File: src/rtl/rx_frame_parser.sv
// Byte-stream frame parser: hunts SOF, takes fixed or in-band length,
// checks sum and EOF, and streams payloads into round-robin banks.
module rx_frame_parser #(
    parameter int          NBUF       = 2,
    parameter int          SOFLEN     = 2,
    parameter logic [31:0] SOFPATTERN = 32'h0000EB90,
    parameter int          EOFDETECT  = 1,
    parameter int          EOFLEN     = 2,
    parameter logic [31:0] EOFPATTERN = 32'h000090EB,
    parameter int          LENMODE    = 0,
    parameter int          FRAMECNT   = 64,
    parameter int          MAXLEN     = 255,
    parameter int          CHKEN      = 1,
    parameter int          TIMEOUT    = 1000
) (
    input  logic            clk,
    input  logic            reset,
    input  logic            enable,
    input  logic            rx_data_valid,
    input  logic [7:0]      rx_data,
    input  logic [NBUF-1:0] bank_release,
    output logic [NBUF-1:0] frame_datavld,
    output logic [7:0]      frame_data,
    output logic [10:0]     frame_count,
    output logic [NBUF-1:0] frame_interrupt,
    output logic            frame_error,
    output logic [2:0]      err_code,
    output logic [15:0]     frames_ok
);

    typedef enum logic [2:0] {HUNT, LEN, PAYLOAD, CHK, EOF, DONE} state_t;

    localparam logic [31:0] SOFMASK  = 32'hFFFF_FFFF >> (8 * (4 - SOFLEN));
    localparam logic [31:0] SOFMATCH = SOFPATTERN & SOFMASK;
    localparam logic [7:0]  MAXL     = 8'((MAXLEN > 255) ? 255 : MAXLEN);
    localparam int          GW       = $clog2(TIMEOUT + 1);
    localparam logic [GW-1:0] GAPMAX = GW'(TIMEOUT - 1);
    localparam logic [1:0]  LASTBANK = 2'(NBUF - 1);
    localparam logic [1:0]  EOFLAST  = 2'(EOFLEN - 1);
    localparam state_t AFTER_CHK = (EOFDETECT != 0) ? EOF : DONE;
    localparam state_t AFTER_PAY = (CHKEN != 0) ? CHK : AFTER_CHK;

    state_t          state;
    logic [31:0]     win;
    logic [31:0]     win_next;
    logic [31:0]     eof_word;
    logic            sof_hit;
    logic            timed_out;
    logic [1:0]      bank_ptr;
    logic [NBUF-1:0] busy;
    logic [NBUF-1:0] bank_oh;
    logic [10:0]     cnt;
    logic [10:0]     target;
    logic [7:0]      len;
    logic [7:0]      sum;
    logic [7:0]      eof_byte;
    logic [1:0]      eof_idx;
    logic [GW-1:0]   gap;

    always_comb begin
        win_next  = ((win << 8) | {24'd0, rx_data}) & SOFMASK;
        sof_hit   = (win_next == SOFMATCH);
        bank_oh   = NBUF'(1) << bank_ptr;
        target    = (LENMODE != 0) ? {3'd0, len} : 11'(FRAMECNT);
        eof_word  = EOFPATTERN >> {EOFLAST - eof_idx, 3'b000};
        eof_byte  = eof_word[7:0];
        timed_out = (state != HUNT) && (state != DONE) &&
                    !rx_data_valid && (gap == GAPMAX);
    end

    always_ff @(posedge clk or negedge reset) begin
        if (!reset) begin
            state           <= HUNT;
            win             <= '0;
            bank_ptr        <= '0;
            busy            <= '0;
            cnt             <= '0;
            len             <= '0;
            sum             <= '0;
            eof_idx         <= '0;
            gap             <= '0;
            frame_datavld   <= '0;
            frame_data      <= '0;
            frame_count     <= '0;
            frame_interrupt <= '0;
            frame_error     <= 1'b0;
            err_code        <= '0;
            frames_ok       <= '0;
        end else begin
            frame_datavld   <= '0;
            frame_interrupt <= '0;
            frame_error     <= 1'b0;
            busy            <= busy & ~bank_release;
            if (!enable) begin
                state <= HUNT;
                gap   <= '0;
            end else if (timed_out) begin
                frame_error <= 1'b1;
                err_code    <= 3'd4;
                state       <= HUNT;
            end else begin
                if (state == HUNT || rx_data_valid) gap <= '0;
                else gap <= gap + GW'(1);
                case (state)
                    HUNT: if (rx_data_valid) begin
                        win <= win_next;
                        if (sof_hit) begin
                            win         <= '0;
                            frame_count <= '0;
                            cnt         <= '0;
                            sum         <= '0;
                            eof_idx     <= '0;
                            if (|(busy & bank_oh)) begin
                                frame_error <= 1'b1;
                                err_code    <= 3'd5;
                            end else begin
                                state <= (LENMODE != 0) ? LEN : PAYLOAD;
                            end
                        end
                    end
                    LEN: if (rx_data_valid) begin
                        if (rx_data == 8'd0 || rx_data > MAXL) begin
                            frame_error <= 1'b1;
                            err_code    <= 3'd1;
                            state       <= HUNT;
                        end else begin
                            len   <= rx_data;
                            state <= PAYLOAD;
                        end
                    end
                    PAYLOAD: if (rx_data_valid) begin
                        frame_data    <= rx_data;
                        frame_datavld <= bank_oh;
                        frame_count   <= cnt;
                        cnt           <= cnt + 11'd1;
                        sum           <= sum + rx_data;
                        if (cnt == target - 11'd1) state <= AFTER_PAY;
                    end
                    CHK: if (rx_data_valid) begin
                        if (rx_data != sum) begin
                            frame_error <= 1'b1;
                            err_code    <= 3'd2;
                            state       <= HUNT;
                        end else begin
                            state <= AFTER_CHK;
                        end
                    end
                    EOF: if (rx_data_valid) begin
                        if (rx_data != eof_byte) begin
                            frame_error <= 1'b1;
                            err_code    <= 3'd3;
                            state       <= HUNT;
                        end else if (eof_idx == EOFLAST) begin
                            state <= DONE;
                        end else begin
                            eof_idx <= eof_idx + 2'd1;
                        end
                    end
                    DONE: begin
                        // a release landing on this same cycle leaves the bank free
                        frame_interrupt <= bank_oh;
                        frames_ok       <= frames_ok + 16'd1;
                        busy            <= (busy | bank_oh) & ~bank_release;
                        bank_ptr        <= (bank_ptr == LASTBANK) ? 2'd0
                                                                  : bank_ptr + 2'd1;
                        state           <= HUNT;
                    end
                    default: state <= HUNT;
                endcase
            end
        end
    end

endmodule
File: config.mk
export PLATFORM = sky130hd
export DESIGN_NAME = rx_frame_parser
export DESIGN_NICKNAME = d
export VERILOG_FILES = /design/src/rtl/rx_frame_parser.sv
export SDC_FILE = /design/constraint.sdc
export NUM_CORES = 1
export LEC_CHECK = 0
export ABC_CLOCK_PERIOD_IN_PS = 2690
export CAP_MARGIN = 20
export CORE_MARGIN = 2
export CORE_UTILIZATION = 30
export CTS_CLUSTER_SIZE = 12
export DETAILED_ROUTE_END_ITERATION = 7
export HOLD_SLACK_MARGIN = 0.03
export PLACE_DENSITY = 0.48
export SLEW_MARGIN = 20
export SYNTH_ARGS = -nofsm -noshare
export SYNTH_HDL_FRONTEND = slang
export SYNTH_SLANG_ARGS = --single-unit
File: constraint.sdc
create_clock -name clk -period 2.69 [get_ports clk]
set_clock_uncertainty 0.15 [all_clocks]
set_input_delay 0.269 -clock clk [delete_from_list [all_inputs] [get_ports clk]]
set_output_delay 0.269 -clock clk [all_outputs]
set_load 0.05 [all_outputs]
**Word level (Yosys, flattened, before mapping)**

Cells that the tools add are included.

- Flip-flop bits (word level): 89
- Input bits: 14
- Output and inout bits: 43
- Logic and storage cells: 159

- Add/sub/neg operators: 7
- Magnitude comparators: 1
- Equality and inequality tests: 38
- Shifts and indexed selects: 2
- Multiplexer cells: 69
- Bitwise operators: 7
- Reductions and logical operators: 20

Operators by type and width:

| cell | count |
|---|---|
| two-way mux 3 bit | 23 |
| two-way mux 11 bit | 4 |
| case mux 11 bit (2 select lines) | 2 |
| two-way mux 2 bit | 17 |
| two-way mux 8 bit | 4 |
| inequality test 4 bit, second input constant | 8 |
| two-way mux 10 bit | 3 |
| inequality test 3 bit, second input constant | 9 |
| adder 16 x 1 -> 16 bit, second input constant | 1 |
| == test 16 bit, second input constant | 1 |
| inequality test 8 bit | 2 |
| OR 16 x 8 -> 16 bit | 1 |
| case mux 8 bit (2 select lines) | 1 |
| >> shifter 16 x 5 -> 8 bit, first input constant | 1 |
| case mux 3 bit (5 select lines) | 1 |
| inequality test 2 bit, second input constant | 7 |
| case mux 3 bit (4 select lines) | 1 |
| adder 11 x 1 -> 11 bit, second input constant | 1 |
| == test 11 x 6 -> 1 bit, second input constant | 1 |
| two-way mux 1 bit | 11 |
| AND reduction 11 bit | 1 |
| adder 10 x 1 -> 10 bit, second input constant | 1 |
| == test 10 bit, second input constant | 1 |
| AND reduction 9 bit | 1 |
| other kinds (30) | 41 |

**Depth between registers and ports, before layout**

- Word-level depth: 9
- Mapped depth: 8
- Mapped depth without buffers: 8

**Worst setup path after synthesis**

No wires, ideal clock.

- Kind: input-to-reg
- From: input port rx_data[0]
- To: register state[0]
- Library setup time: 0.128 ns
- Arrival: 2.055 ns
- Data required time: 2.412 ns
- Setup slack: 0.358 ns
- Stages: 6
- Path buffers: 0
- Cell sequence: or4_1 -> or4_4 -> nor3_2 -> o22ai_1 -> a21oi_2 -> mux2_1

- Longest elaborated chain between the ends: 6
- Elaborated cells on any way between the ends: 11
- Classes of those cells: eq/ne (4); mux (5); bitwise (1); reduce/logical (1)

RTL lines:

| item | line | RTL |
|---|---|---|
| start, declared | 20 | `input logic [7:0] rx_data,` |
| inequality test 8 bit | 149 | `if (rx_data != eof_byte) begin` |
| two-way mux 3 bit | 149 |  |
| two-way mux 3 bit | 148 | `EOF: if (rx_data_valid) begin` |
| case mux 3 bit (5 select lines) | 104 | `case (state)` |
| two-way mux 3 bit | 97 | `end else if (timed_out) begin` |
| two-way mux 3 bit | 94 | `if (!enable) begin` |
| end signal, assigned | 117 | `state <= (LENMODE != 0) ? LEN : PAYLOAD;` |
| end, declared | 43 | `state_t state;` |

Several ways; a longest one is shown, not always the timed one. The select of a mux whose other input is x is not followed.
A chain may end at the register's enable or synchronous reset.

**Final worst setup path**

- From: input port rx_data[5]
- To: register err_code[2]

- Longest elaborated chain between the ends: 4
- Elaborated cells on any way between the ends: 12
- Classes of those cells: order compare (1); eq/ne (7); bitwise (1); reduce/logical (3)

RTL lines:

| item | line | RTL |
|---|---|---|
| > comparator 8 bit (tied with other cells) | 122 | `if (rx_data == 8'd0 \|\| rx_data > MAXL) begin` |
| logical OR 1 bit / == test 16 bit (equally long branches) | 122, 62 |  |
| inequality test 3 bit (no line) | n/a |  |
| AND reduction 11 bit (no line) (*) | n/a |  |
| end signal, assigned | 115 | `err_code <= 3'd5;` |
| end signal, assigned | 124 | `err_code <= 3'd1;` |
| end signal, assigned | 142 | `err_code <= 3'd2;` |
| end, declared | 27 | `output logic [2:0] err_code,` |

Mark *: on every way between the ends. The rest lies on a longest branch, timed or not.

==> results by group <==
Place
  – HPWL Detailed: 7143 um
  – Placed inst area: 5319 um^2
  – GPL Wtd Cong: 0.7715
  – Place WS: -0.1972 ns
  – Port-buffer cells: 56

Critical path
  – Reg-to-reg critical path startpoint: sum[5]$_DFFE_PN0P_
  – Worst Path Required: 2.81 ns
  – Depth of the worst register-to-register path: 7
  – Critical Path Start: rx_data[5]
  – Critical path endpoint: err_code[2]$_DFFE_PN0P_
  – CP Data Arrival Time: 2.67 ns
  – Crit path launch type: primary input
  – Worst r2r dst: err_code[2]$_DFFE_PN0P_
  – CP Class: primary input to register
  – Crit. End Element: register
  – Crit path max fanout: 4
  – Reg2Reg Setup Slack: 0.20 ns

STA
  – Tmin final: 2.548 ns
  – Worst slew margin: 0.6605
  – Worst Tran Pin Value: 0.5076 ns
  – Setup TNS: 0 ns
  – Setup violators final: 0
  – Unrepaired setup endpoints after global routing: false
  – Highest clock rate: 392.4 MHz
  – Worst setup margin: 0.1418 ns
  – Crit share post-route: 0.9473
  – Min Hold Slack: 0.2764 ns
  – Pins Over Slew Limit: 0
  – Final Hold Vio Count: 0

Synth
  – Register area share after synthesis: 0.5130
  – Most common flop cell mapped by yosys: dfrtp_1
  – Main area contributors after synthesis: dfrtp_1, nand2_1, xor2_1
  – Leading area contributor after synthesis: dfrtp_1
  – Synth top area share: 0.5130
  – Count of cell types in the netlist: 49
  – Yosys reg bits: 89
  – Synth top cells by count: dfrtp_1, nand2_1, nor2_1
  – Syn_nets: 475
  – Avg Inst Size Synth: 9.691 um^2
  – Gate count after technology mapping: 448
  – Mapped Area: 4342 um^2
  – Yosys warning total: 0
  – Number of synthesized flops with an enable pin: 0
  – Fraction of registers with async set/reset: 1.000

Power
  – Pleak: 2.536 nW
  – Design Power: 4.666 mW
  – PD cells: 831.8 nW/um^2
  – Worst IR Drop VDD: 533.1 uV

CTS
  – CTS root buf: clkbuf_16
  – Reg clk slew, reported paths: 0.06 ns
  – CTS sink count: 89
  – CTS Buffer Depth: 2
  – H-tree Lvls: 3
  – CTS Buf Count: 9
  – Post-CTS Resized: 0
  – Clk_lat worst skew: 0.35 ns
  – CTS tree: done

Final layout
  – Area of the multi-input gates: 2013 um^2
  – Filler cells: 1444
  – Layout cells sized above 1: 0.1178
  – P&R area growth vs syn: 29.19%
  – Register area: 2227 um^2
  – Final instance area: 5609 um^2
  – Total Nets Final: 557
  – Ant. Diodes: 0

Global routing
  – GRT Resource Usage Total: 0.1377
  – Number of global-route vias before repair: 3485
  – Largest net degree at the start of global routing: 56
  – GRT overflow: 0
  – First-pass GRT wire length: 17420 um
  – Initial antenna violation count: 0

Floorplanning
  – Core area: 13990 um^2
  – Initial Utilization: 0.3104
  – Chip Width: 124.3 um
  – Die Span Y: 124.3 um
  – Die area: 15450 um^2
  – I/O Pins: 57
  – FP Rows: 43

Min path
  – Min-Delay Path Class: primary input to async pin

Detailed routing
  – DRT Pass-1 Iters: 4
  – DRC: 0
  – Vias: 3401
  – Final ANT Viol Nets: 0
  – Avg Vias per Cell: 4.757
  – Detailed Route Iter0 Violations: 187
  – DR WL/cell: 14.01 um
  – Overall routed net length: 10010 um

Run
  – Max cap viols: 0

Outcome
  – Status: finished clean
==> cells by family after synthesis <==
family                     count (synthesis)  share of synthesized area
AOI/OAI and AO/OA                         61                    0.08127
xor gates and xnor gates                  40                    0.08069
adders and majority gates                 13                    0.03919
buffers and inverters                     26                    0.02334
DFF                                       89                     0.5130
muxes                                     15                    0.03746
and+or+nand+nor                          204                     0.2251
==> through the flow <==
| step | util | cells |
|---|---|---|
| 3_5_place_dp | 0.3802 | 698 |
| 2_1_floorplan | - | 448 |
| 5_1_grt | 0.4010 | 715 |
| 6_report | 0.4010 | 715 |
| 3_3_place_gp | 0.3802 | 698 |
| 4_1_cts | 0.4010 | 715 |
==> layer usage <==
layer / part of all wire / track usage
met5: 0 / 0
met4: 0.012 / 0.04362
met3: 0.042 / 0.03694
met2: 0.44 / 0.2093
met1: 0.50 / 0.1914
==> placed cells by master, fill, tap and decap left out, drive strengths merged, types with 4 or more instances in the layout <==
cell type,n
o21ai,31
ha,12
xor2,21
mux2,10
buf,33
and3,7
mux2i,5
nand4,7
nor3,12
clkbuf,10
xnor2,19
a21oi,12
clkinv,4
inv,10
dfrtp,89
o22ai,7
or4,4
nor3b,5
clkdlybuf4s50,55
nand2,89
nand3,20
nor2,37
==> critical path, stage by stage <==
cell and delay, ns:
clkdlybuf4s50_1 0.47, ha_1 0.33, or4_1 0.52, nor4_1 0.28, buf_4 0.18, a32oi_1 0.11, nand3_1 0.27, mux2i_1 0.23
==> worst min path at each step <==
stage	to	cells past startpoint	slack, ns
3_3_place_gp	gap[5]$_DFFE_PN0P_	1	0.11
5_1_grt	busy[1]$_DFF_PN0_	2	0.30
4_1_cts	busy[1]$_DFF_PN0_	2	0.29
3_5_place_dp	gap[5]$_DFFE_PN0P_	1	0.12
6_report	gap[5]$_DFFE_PN0P_	2	0.28
2_1_floorplan	bank_ptr[0]$_DFFE_PN0P_	0	-0.18
==> timing repair <==
| action | CTS | global route |
|---|---|---|
| hold buffers | 1 | 0 |
| buffers inserted | 0 | 0 |
| hold endpoints to repair | 34 | 0 |
==> final cells by class <==
cell class,count,share of cell area
clock buffers,10,0.04261
inverters,8,0.005354
well taps,180,0.04015
flip-flops and latches,89,0.3971
clock inverters,6,0.007361
repair buffers,89,0.1486
multi-input cells,333,0.3589
==> report_power, final <==
| group | internal [mW] | switching (mW) | leakage [nW] | total, mW |
|---|---|---|---|---|
| logic | 0.651 | 0.976 | 1.21 | 1.63 |
| registers | 1.61 | 0.220 | 1.19 | 1.83 |
| clock network | 0.654 | 0.551 | 0.143 | 1.21 |
==> registers in the layout, summed over array words and instances, names as in the netlist, 3 cells and up <==
| register | cells |
|---|---|
| err_code | 3 |
| frame_data | 8 |
| cnt | 11 |
| sum | 8 |
| frame_count | 11 |
| frames_ok | 16 |
| state | 3 |
| win | 8 |
| gap | 10 |
(Power assumes the default switching activity.)
